<file path="config.mk">
export PLATFORM = sky130hd
export DESIGN_NAME = iter_shifter
export DESIGN_NICKNAME = d
export VERILOG_FILES = /design/src/rtl/iter_shifter.sv
export SDC_FILE = /design/constraint.sdc
export NUM_CORES = 1
export LEC_CHECK = 0
export ABC_AREA = 1
export CAP_MARGIN = 20
export CORE_AREA = 5 5 135 105
export DETAILED_ROUTE_END_ITERATION = 8
export DIE_AREA = 0 0 140 110
export GPL_TIMING_DRIVEN = 1
export HOLD_SLACK_MARGIN = 0.06
export PLACE_DENSITY = 0.67
export SKIP_LAST_GASP = 1
export SLEW_MARGIN = 30
export SYNTH_ARGS = -nofsm -noshare
export SYNTH_HDL_FRONTEND = slang
export SYNTH_SLANG_ARGS = --single-unit
</file>
<file path="constraint.sdc">
create_clock -name clk -period 3.6 [get_ports clk]
set_clock_uncertainty 0.05 [all_clocks]
set_input_delay 0.36 -clock clk [delete_from_list [all_inputs] [get_ports clk]]
set_output_delay 0.36 -clock clk [all_outputs]
set_load 0.01 [all_outputs]
</file>
<file path="src/rtl/iter_shifter.sv">
// Multi-cycle shift/rotate unit: moves the operand up to STEP bits per cycle
// between a valid/ready request and a valid/ready response.
module iter_shifter #(
    parameter int WIDTH = 32,
    parameter int STEP  = 1,
    parameter int CW    = $clog2(WIDTH)
) (
    input  logic             clk,
    input  logic             rst_n,
    input  logic             in_valid,
    output logic             in_ready,
    input  logic [WIDTH-1:0] in_data,
    input  logic [2:0]       in_op,
    input  logic [CW-1:0]    in_cnt,
    output logic             out_valid,
    input  logic             out_ready,
    output logic [WIDTH-1:0] out_data,
    output logic             out_err
);

    typedef enum logic [1:0] {IDLE, SHIFT, DONE} state_t;

    localparam logic [CW-1:0] STEP_C  = CW'(STEP);
    localparam logic [CW:0]   WIDTH_C = (CW+1)'(WIDTH);

    state_t               state_q, state_d;
    logic [WIDTH-1:0]     work_q, shifted;
    logic [2*WIDTH-1:0]   sra;
    logic [2:0]           op_q;
    logic [CW-1:0]        rem_q, k;
    logic                 fill_q;
    logic                 accept, finish, bad_op;

    // Per-cycle shifter: only ever moves by k <= STEP positions.
    always_comb begin
        k   = (rem_q < STEP_C) ? rem_q : STEP_C;
        sra = {{WIDTH{fill_q}}, work_q} >> k;
        case (op_q)
            3'd0, 3'd2: shifted = work_q << k;
            3'd1:       shifted = work_q >> k;
            3'd3:       shifted = sra[WIDTH-1:0];
            3'd4:       shifted = (work_q << k) | (work_q >> (WIDTH_C - {1'b0, k}));
            3'd5:       shifted = (work_q >> k) | (work_q << (WIDTH_C - {1'b0, k}));
            default:    shifted = work_q;
        endcase
    end

    always_comb begin
        state_d = state_q;
        accept  = 1'b0;
        finish  = 1'b0;
        bad_op  = in_op[2] & in_op[1];
        case (state_q)
            IDLE: if (in_valid) begin
                accept  = 1'b1;
                state_d = (bad_op || in_cnt == '0) ? DONE : SHIFT;
            end
            SHIFT: if (rem_q == k) begin
                finish  = 1'b1;
                state_d = DONE;
            end
            DONE: if (out_ready) state_d = IDLE;
            default: state_d = IDLE;
        endcase
    end

    always_ff @(posedge clk or negedge rst_n) begin
        if (!rst_n) begin
            state_q  <= IDLE;
            work_q   <= '0;
            op_q     <= '0;
            rem_q    <= '0;
            fill_q   <= 1'b0;
            out_data <= '0;
            out_err  <= 1'b0;
        end else begin
            state_q <= state_d;
            if (accept) begin
                work_q <= in_data;
                op_q   <= in_op;
                fill_q <= in_data[WIDTH-1];
                rem_q  <= (state_d == SHIFT) ? in_cnt : '0;
                // Trivial requests skip SHIFT and publish the operand directly.
                if (state_d == DONE) begin
                    out_data <= in_data;
                    out_err  <= bad_op;
                end
            end
            if (state_q == SHIFT) begin
                work_q <= shifted;
                rem_q  <= rem_q - k;
                if (finish) begin
                    out_data <= shifted;
                    out_err  <= 1'b0;
                end
            end
        end
    end

    assign in_ready  = rst_n & (state_q == IDLE);
    assign out_valid = (state_q == DONE);

endmodule

</file>
==> impl_metrics.toml <==
[clocking]
clk_pin_slew_worst_paths_ps = 60
cts_made_buffers = 9
postCtsHoldBufs = 1
clk_latency_ps = 350
clk_path_buf_depth = 2
post-cts-setup-buffers = 0
cts_tree = "yes"
cts.sinks = 76
cts-root-buf = "clkbuf_16"
h-tree-depth = 3
post_cts_resized = 0

[worst_setup_path]
crit_type = "reg -> reg"
cp_max_fo = 14
critPathLaunchType = "flip-flop"
slowest_stage = "nor3_4"
crit_required_ps = 3840
endpoint_kind = "flip-flop"
cp.arrival_ps = 2890
path_cells = "nor2_4 -> nand2_4 -> nor2_8 -> ha_1 -> inv_1 -> nor3_4 -> buf_4 -> nand3_1 -> nand2_1 -> nand2_1 -> nand2_1 -> nand2_1 -> nand2_1 -> nand2_1 -> nand2_1"
max_stage_delay_ps = 570
cp_common_cell = "nand2_1"

[placed_design]
dp_cells = 1063
gp_congestion = 1.03
buffer_ports.inserted = 78
dp_hpwl_mm = 14.9

[cells_and_area]
syn2layout_area_growth_pct = 21.5
finalNonFillerCells = 1080
drive_gt1_share_pct = 8.36
nets = 950
antenna_cells = 0

[yosys]
synthAdderAreaFrac_pct = 0.449
synth_nets = 891
syn_area_um2 = 5570
synthFlopType = "dfrtp_1"
synth.distinct_cells = 47
postSynthAreaPerCell_um2 = 6.59
synth_seq_cells = 76
synth_top_family_by_area = "simple AND/OR/NAND/NOR gates"
post_synth_and_or_nand_nor_area_fraction_pct = 36.6
synthArstFlopShare_pct = 100
synth_compound_gate_area_share_pct = 18.9
synth-xor-area-share_pct = 0
yosysSeqAreaShare_pct = 34.1
ys_warn_count = 0
synth-edff-count = 0
syn_inst = 845
synth_mux_area_share_pct = 0

[power_and_ir_drop]
p_per_area_nw_per_um2 = 1060
irDropWorstVdd_mv = 0.752
leakagePower_nw = 3.15

[timing]
finalCritPeriodShare_pct = 73.6
finalHoldViolCount = 0
rsz0062_at_grt = "no"
tightest_slew_ps = 715
tns_ps = 0
drv_slew = 0
relSlewSlack_pct = 52.4
fin_crit_ps = 2650
max_freq_ghz = 0.378
setup_viol = 0

[drt]
routed_wl_mm = 21.0
dr.pass1.iters = 6
wl_per_cell_um = 19.5
dr_total_vias = 6198
final_antenna_net_count = 0
post-route-drc-count = 0
drt-initial-drc-count = 820
vias_per_cell = 5.74

[grt]
overflow = 0
grt_pass1_wl_mm = 32.9
grt_pass1_vias = 5725
grt.total_usage_pct = 27.5
antenna_found_initial = 0
grt_max_degree = 46

[floorplanning]
die_w_um = 140
die_y_um = 110
boundaryPins = 79
core-area_um2 = 12700
row_count = 36
dieArea_um2 = 15400
initial_core_util_pct = 43.9

[status]
outcome = "completed"

[job]
cap_viol_max_count = 0

[worst_hold_path]
hold_path_class = "reg -> reg"
stage by stage:
step	hold slack, ps	utilization (%)	power, mW	area, um2	setup slack (ps)
5_1_grt	480	53.3	7.70	6770	790
4_1_cts	434	53.3	7.07	6770	1020
3_3_place_gp	296	50.8	6.08	6450	1100
2_1_floorplan	14.4	-	4.53	5570	1260
6_report	430	53.3	7.15	6770	951
3_5_place_dp	304	50.8	6.06	6450	1030
area by class of cell:
class / count / area (um2)
Timing Repair Buffer: 96 / 941
Sequential cell: 76 / 1900
Tap cell: 171 / 214
Clock buffer: 10 / 239
Fill cell: 1276 / 5930
Multi-Input combinational cell: 646 / 3120
Inverter: 75 / 284
Clock inverter: 6 / 70.1
cells in the final DEF, fill, tap and decap left out, types with 3 or more instances in the layout:
cell and instances:
a21oi_1 15, a31oi_1 4, buf_4 16, clkbuf_16 9, clkdlybuf4s50_1 77, clkinvlp_4 3, dfrtp_1 76, inv_1 66
inv_2 8, nand2_1 296, nand2_2 10, nand3_1 87, nand4_1 5, nor2_1 54, nor2_4 4, nor3_1 3
o2111ai_1 7, o211ai_1 18, o21ai_0 52, o21ai_1 26, o21ai_2 7, o21bai_1 4, o221ai_1 3, o22ai_1 25
registers in the layout (all words and copies together) (netlist names):
name      flops
out_data     32
out_err       1
fill_q        1
work_q       32
rem_q         5
state_q       2
op_q          3
final timing paths:
kind	depth (start not counted)	slack, ps	from	endpoint
worst max-delay path	15	950	rem_q[2]	work_q[22]
worst min-delay path	2	430	work_q[30]	work_q[30]
worst max register to register	15	950	rem_q[2]	work_q[22]
worst min register to register	2	430	work_q[30]	work_q[30]
max in group asynchronous	3	2090	rst_n	work_q[8]
min in group asynchronous	2	460	rst_n	work_q[1]
report_power, final:
group / internal [mW] / switching (mW) / leakage (nW)
Combinational: 1.57 / 2.95 / 2.11
Sequential: 1.31 / 0.360 / 0.905
Clock: 0.561 / 0.402 / 0.142
synth_stat cells, drive strengths merged (4+ instances only):
library cell | count | area share (%)
o22ai | 25 | 2.8
nand2 | 308 | 21
nand4 | 5 | 0.56
buf | 25 | 3.2
nor3 | 5 | 0.74
a31oi | 4 | 0.45
o21ai | 85 | 8.1
dfrtp | 76 | 34
a21oi | 16 | 1.5
inv | 75 | 5.1
nor2 | 61 | 5.0
clkbuf | 23 | 1.5
nand3 | 89 | 8.3
o2111ai | 7 | 1.1
o21bai | 4 | 0.54
o211ai | 19 | 2.6
routing by layer:
metal | vias up | share of wire (%) | track usage, %
met1 | 2870 | 47 | 42.5
met2 | 362 | 39 | 37.7
met3 | 33 | 11 | 7.37
met4 | 0 | 1.6 | 6.85
met5 | - | 0 | 0
li1 | 2933 | - | -
critical path: cells and delay by family (launching register included):
kind	cells	cell delay (ps)
DFF	1	440
and+or+nand+nor	12	1490
adders and majority gates	1	180
buffers and inverters	2	410
cells by family (layout without fill, tap and decap cells):
| group | count (synthesis) | after routing |
|---|---|---|
| AOI/OAI and AO/OA | 171 | 171 |
| adders and majority gates | 2 | 2 |
| buffers and inverters | 123 | 187 |
| DFF | 76 | 76 |
| other | 1 | 1 |
| and+or+nand+nor | 472 | 472 |
No activity file was read; power rests on OpenSTA's default activity.
